### src/rtl/traffic_pkg.sv
// Shared types and lamp encodings for the intersection controller.
// Lamp decode helpers keep the NS/EW mapping in one place.
package traffic_pkg;

    typedef enum logic [2:0] {
        NS_GREEN  = 3'd0,
        NS_YELLOW = 3'd1,
        ALLRED_A  = 3'd2,
        EW_GREEN  = 3'd3,
        EW_YELLOW = 3'd4,
        ALLRED_B  = 3'd5,
        PED_WALK  = 3'd6
    } state_t;

    typedef enum logic {
        DIR_NS = 1'b0,
        DIR_EW = 1'b1
    } dir_t;

    localparam logic [2:0] LIGHT_RED    = 3'b100;
    localparam logic [2:0] LIGHT_YELLOW = 3'b010;
    localparam logic [2:0] LIGHT_GREEN  = 3'b001;

    function automatic logic [2:0] ns_lamp(input state_t s);
        case (s)
            NS_GREEN:  return LIGHT_GREEN;
            NS_YELLOW: return LIGHT_YELLOW;
            default:   return LIGHT_RED;
        endcase
    endfunction

    function automatic logic [2:0] ew_lamp(input state_t s);
        case (s)
            EW_GREEN:  return LIGHT_GREEN;
            EW_YELLOW: return LIGHT_YELLOW;
            default:   return LIGHT_RED;
        endcase
    endfunction

endpackage

### src/rtl/traffic_phase_timer.sv
// Shared phase dwell timer: counts cycles spent in the current phase.
// term flags cnt >= limit-1; with sat set the count parks at that value.
module traffic_phase_timer #(
    parameter int unsigned CNT_W = 8
) (
    input  logic             clk,
    input  logic             reset_n,
    input  logic             clr,
    input  logic             sat,
    input  logic [CNT_W-1:0] limit,
    output logic [CNT_W-1:0] cnt,
    output logic             term
);

    assign term = (cnt >= (limit - CNT_W'(1)));

    always_ff @(posedge clk or negedge reset_n) begin
        if (!reset_n) begin
            cnt <= '0;
        end else if (clr) begin
            cnt <= '0;
        end else if (!(sat && term)) begin
            cnt <= cnt + CNT_W'(1);
        end
    end

endmodule

### src/rtl/traffic_intersection_ctrl.sv
// Two-way intersection sequencer with pedestrian walk insertion.
// Lamp outputs are registered from next_state so they switch with the state register.
module traffic_intersection_ctrl
    import traffic_pkg::*;
#(
    parameter int unsigned CNT_W         = 8,
    parameter int unsigned GREEN_CYCLES  = 8,
    parameter int unsigned YELLOW_CYCLES = 2,
    parameter int unsigned ALLRED_CYCLES = 1,
    parameter int unsigned WALK_CYCLES   = 4
) (
    input  logic       clk,
    input  logic       reset_n,
    input  logic       ew_car,
    input  logic       ped_req,
    output logic [2:0] ns_lights,
    output logic [2:0] ew_lights,
    output logic       walk,
    output logic       ped_ack,
    output logic [2:0] phase
);

    localparam longint unsigned CNT_MAX = (64'd1 << CNT_W) - 64'd1;

    if (GREEN_CYCLES  < 1 || GREEN_CYCLES  > CNT_MAX ||
        YELLOW_CYCLES < 1 || YELLOW_CYCLES > CNT_MAX ||
        ALLRED_CYCLES < 1 || ALLRED_CYCLES > CNT_MAX ||
        WALK_CYCLES   < 1 || WALK_CYCLES   > CNT_MAX) begin : g_bad_dwell
        $error("traffic_intersection_ctrl: dwell parameter outside 1..2^CNT_W-1");
    end

    localparam logic [CNT_W-1:0] GREEN_L  = CNT_W'(GREEN_CYCLES);
    localparam logic [CNT_W-1:0] YELLOW_L = CNT_W'(YELLOW_CYCLES);
    localparam logic [CNT_W-1:0] ALLRED_L = CNT_W'(ALLRED_CYCLES);
    localparam logic [CNT_W-1:0] WALK_L   = CNT_W'(WALK_CYCLES);

    state_t           state, next_state;
    dir_t             next_dir, next_dir_nxt;
    logic             ped_pending, ped_pending_nxt;
    logic             enter_walk;
    logic [CNT_W-1:0] limit;
    logic [CNT_W-1:0] cnt_unused;
    logic             term;

    traffic_phase_timer #(.CNT_W(CNT_W)) u_timer (
        .clk     (clk),
        .reset_n (reset_n),
        .clr     (next_state != state),
        .sat     (state == NS_GREEN),
        .limit   (limit),
        .cnt     (cnt_unused),
        .term    (term)
    );

    always_comb begin
        next_state   = state;
        next_dir_nxt = next_dir;
        limit        = ALLRED_L;
        case (state)
            NS_GREEN: begin
                limit = GREEN_L;
                if (term && (ew_car || ped_pending)) next_state = NS_YELLOW;
            end
            NS_YELLOW: begin
                limit = YELLOW_L;
                if (term) next_state = ALLRED_A;
            end
            ALLRED_A: begin
                if (term) begin
                    next_dir_nxt = DIR_EW;
                    next_state   = ped_pending ? PED_WALK : EW_GREEN;
                end
            end
            EW_GREEN: begin
                limit = GREEN_L;
                if (term) next_state = EW_YELLOW;
            end
            EW_YELLOW: begin
                limit = YELLOW_L;
                if (term) next_state = ALLRED_B;
            end
            ALLRED_B: begin
                if (term) begin
                    next_dir_nxt = DIR_NS;
                    next_state   = ped_pending ? PED_WALK : NS_GREEN;
                end
            end
            PED_WALK: begin
                limit = WALK_L;
                if (term) next_state = (next_dir == DIR_EW && ew_car) ? EW_GREEN : NS_GREEN;
            end
            default: next_state = ALLRED_B;
        endcase
    end

    // Entering the walk consumes the request, even one arriving on the same edge.
    always_comb begin
        enter_walk      = (next_state == PED_WALK) && (state != PED_WALK);
        ped_pending_nxt = ped_pending;
        if (enter_walk) begin
            ped_pending_nxt = 1'b0;
        end else if (state != PED_WALK && ped_req) begin
            ped_pending_nxt = 1'b1;
        end
    end

    always_ff @(posedge clk or negedge reset_n) begin
        if (!reset_n) begin
            state       <= ALLRED_B;
            next_dir    <= DIR_NS;
            ped_pending <= 1'b0;
            ns_lights   <= LIGHT_RED;
            ew_lights   <= LIGHT_RED;
            walk        <= 1'b0;
            ped_ack     <= 1'b0;
        end else begin
            state       <= next_state;
            next_dir    <= next_dir_nxt;
            ped_pending <= ped_pending_nxt;
            ns_lights   <= ns_lamp(next_state);
            ew_lights   <= ew_lamp(next_state);
            walk        <= (next_state == PED_WALK);
            ped_ack     <= enter_walk;
        end
    end

    assign phase = state;

endmodule
### config.mk
export PLATFORM = sky130hd
export DESIGN_NAME = traffic_intersection_ctrl
export DESIGN_NICKNAME = d
export VERILOG_FILES = /design/src/rtl/traffic_pkg.sv /design/src/rtl/traffic_phase_timer.sv /design/src/rtl/traffic_intersection_ctrl.sv
export SDC_FILE = /design/constraint.sdc
export NUM_CORES = 1
export LEC_CHECK = 0
export CORE_MARGIN = 5
export CORE_UTILIZATION = 40
export DETAILED_ROUTE_END_ITERATION = 6
export GPL_ROUTABILITY_DRIVEN = 0
export SYNTH_ARGS = -nofsm -noshare
export SYNTH_HDL_FRONTEND = slang
export SYNTH_HIERARCHICAL = 1
export SYNTH_SLANG_ARGS = --single-unit
export TNS_END_PERCENT = 20
### constraint.sdc
create_clock -name clk -period 3.8 [get_ports clk]
set_clock_uncertainty 0.05 [all_clocks]
set_input_delay 0.57 -clock clk [delete_from_list [all_inputs] [get_ports clk]]
set_output_delay 0.57 -clock clk [all_outputs]
set_load 0.1 [all_outputs]
==> reports/metrics.csv <==
stage,metric,value,unit
critical_path,crit path kind,flop to flop,
die,Initial Util,0.418,
clock_tree,TritonCTS buffer count,3,
sta,fin. max-slew vios,0,
layout,nets,189,
synthesis,Cells after Synth,150,
global_route,first-pass GRT wire length,4.60,mm
detailed_routing,Post-DRT Antenna Nets,0,
layout,fraction of layout cells with a size suffix above 1,0.201,
sta,Worst-Margin Slew,0.991,ns
layout,# diodes,0,
clock_tree,CTS tree,yes,
synthesis,top_reg_cell synth,dfrtp_1,
sta,Max-slew headroom,0.338,
critical_path,Critical Path RT,3.99,ns
die,Die X,69.5,µm
global_route,vias in the first global route,987,
sta,f_max,0.275,GHz
layout,area delta synth->final,18.3,%
synthesis,fraction of registers with async set/reset,1.00,
die,boundary pin count,15,
sta,fin worst setup slack,0.160,ns
run_status,status,finished clean,
detailed_routing,Residual DRC,0,
detailed_routing,via total after detailed routing,1096,
min_path,type of the most critical hold path,flop to flop,
clock_tree,"CTS clk-pin slew, worst paths",0.12,ns
layout,most frequent cells in the layout,"dfrtp_1 (16), clkdlybuf4s50_1 (14), nand2_1 (13), a21oi_1 (12), nor2_1 (11)",
die,Core Footprint,3390,µm²
die,row count,21,
global_route,gr ovfl total,0,
sta,Fin. Hold Viols,0,
sta,minimum clock period,3.64,ns
sta,fin crit share,0.958,
die,Die Height,69.5,µm
synthesis,post-synthesis cell area,1420,µm²
placement,worst slack at placement,0.146,ns
global_route,initial antenna violation count,0,
detailed_routing,Pre-Repair DR Iteration Count,4,
clock_tree,clk sinks,21,
synthesis,top-area cell type share of the netlist area,0.300,
synthesis,#FFs+latches synth,21,
placement,Detail Placement HPWL,2.09,mm
clock_tree,clock latency on the worst-skew pair,0.29,ns
detailed_routing,Routed WL,2.77,mm
synthesis,syn avg cell area,9.45,µm²
synthesis,Syn. warnings,6,
synthesis,post-synth cell types,47,
critical_path,crit path max fanout,15,
global_route,GR Util All Layers,0.113,
critical_path,Worst setup SP type,flop,
clock_tree,# H-tree levels,1,
die,die area,4830,µm²
detailed_routing,Iter 0 DRT Violations,38,
sta,final setup violation count,0,
critical_path,Critical Path AT,3.83,ns
synthesis,number of synthesized flops with an enable pin,0,
global_route,maximum number of pins on one net before global-route repair,22,
synthesis,largest area contributor in the synthesized netlist,dfrtp_1,
clock_tree,root buffer cell,clkbuf_4,
critical_path,Worst Setup End Kind,flop,
synthesis,post-synthesis sequential area ratio,0.374,
flow_run,MaxCap Viol Count,0,
placement,port buffer count,14,
detailed_routing,Avg WL per Cell,12.6,µm
clock_tree,CTS Buffer Depth,2,
layout,"most common cell after layout, fill and taps aside",dfrtp_1,
synthesis,"top cells by area, synth","dfrtp_1 (30%), ha_1 (8.8%), dfstp_2 (7.4%), a21oi_1 (4.2%), o21ai_0 (3.5%)",
detailed_routing,Vias/cell,4.98,
Yosys cell counts, types with 2 or more instances:
library cell	count
buf_4	2
dfrtp_1	17
or3_1	5
xor2_1	4
o21a_1	3
a21oi_1	12
nor2_2	2
nand3_1	3
xnor2_1	5
nand4_1	2
o31ai_1	2
nor2_1	12
nor3_1	4
inv_1	7
nand2_1	13
nor4_1	2
inv_2	2
ha_1	10
a22o_2	2
dfstp_2	4
o21ai_0	10
nor3_2	2
critical path, stage by stage, from the launching register on:
cell and delay, ns:
dfstp_4 0.72, mux2_2 0.39, inv_1 0.10, ha_1 0.23, nand2_1 0.09, xor2_1 0.15
ha_1 0.27, nand4_1 0.13, o31ai_1 0.28, buf_4 0.23, nand2_1 0.10, a211oi_1 0.27
a21oi_2 0.07, a21boi_2 0.19, inv_2 0.11, and2_4 0.15, nor2_2 0.03
layout make-up:
| class | instances | area [µm²] |
|---|---|---|
| Fill cell | 327 | 1710 |
| Inverter | 9 | 33.8 |
| Timing Repair Buffer | 19 | 178 |
| Multi-Input combinational cell | 121 | 846 |
| Sequential cell | 21 | 536 |
| Tap cell | 46 | 57.6 |
| Clock buffer | 4 | 26.3 |
through the flow:
| step | instance area [µm²] | util | std cells | setup TNS, ns | hold slack (ns) |
|---|---|---|---|---|---|
| 2_1_floorplan | 1450 | - | 157 | 0 | 0.224 |
| 3_3_place_gp | 1610 | 0.476 | 213 | 0 | 0.498 |
| 6_report | 1680 | 0.495 | 220 | 0 | 0.520 |
| 3_5_place_dp | 1610 | 0.476 | 213 | 0 | 0.501 |
| 5_1_grt | 1680 | 0.495 | 220 | -0.0258 | 0.532 |
| 4_1_cts | 1640 | 0.484 | 217 | 0 | 0.518 |
final timing paths:
check / depth (start not counted) / slack (ns) / start / end
max in group asynchronous: 1 / 2.31 / reset_n / phase[1]
worst max-delay path: 16 / 0.16 / phase[0] / ew_lights[2]
min in group asynchronous: 1 / 0.75 / reset_n / u_timer/cnt[3]
worst min register to register: 2 / 0.52 / u_timer/cnt[7] / u_timer/cnt[7]
worst min-delay path: 2 / 0.52 / u_timer/cnt[7] / u_timer/cnt[7]
worst max register to register: 16 / 0.16 / phase[0] / ew_lights[2]
layer usage:
| metal | share of wire | GRT usage |
|---|---|---|
| met1 | 0.52 | 0.165 |
| met2 | 0.45 | 0.172 |
| met3 | 0.028 | 0.0203 |
| met4 | 0.0050 | 0.0260 |
| met5 | 0 | 0 |
flip-flops by register name (all words and copies together) (netlist names):
| name | count |
|---|---|
| ns_lights | 3 |
| next_dir | 1 |
| phase | 3 |
| ped_ack | 1 |
| ped_pending | 1 |
| ew_lights | 3 |
| u_timer/cnt | 8 |
| walk | 1 |
timing repair:
item	in CTS	in global routing
buffers inserted	0	3
hold buffers	0	0
hold endpoints to repair	0	0
endpoints found under the setup margin	0	3
resized for setup	0	3
cells by family (layout without fill, tap and decap cells):
family / Yosys count / in the layout / synth area share
adder cells (fa/ha/maj): 10 / 10 / 0.0883
buffers and inverters: 15 / 32 / 0.0582
flip-flops: 21 / 21 / 0.374
AND/OR/NAND/NOR: 53 / 53 / 0.200
AO/OA/AOI/OAI: 39 / 39 / 0.206
multiplexers: 2 / 2 / 0.0150
XOR/XNOR: 9 / 9 / 0.0556
other: 1 / 8 / 0.00265
Power is left out: the tool's default activity adds up to more than one toggle a clock period on the data nets, which glitch-free logic cannot reach.
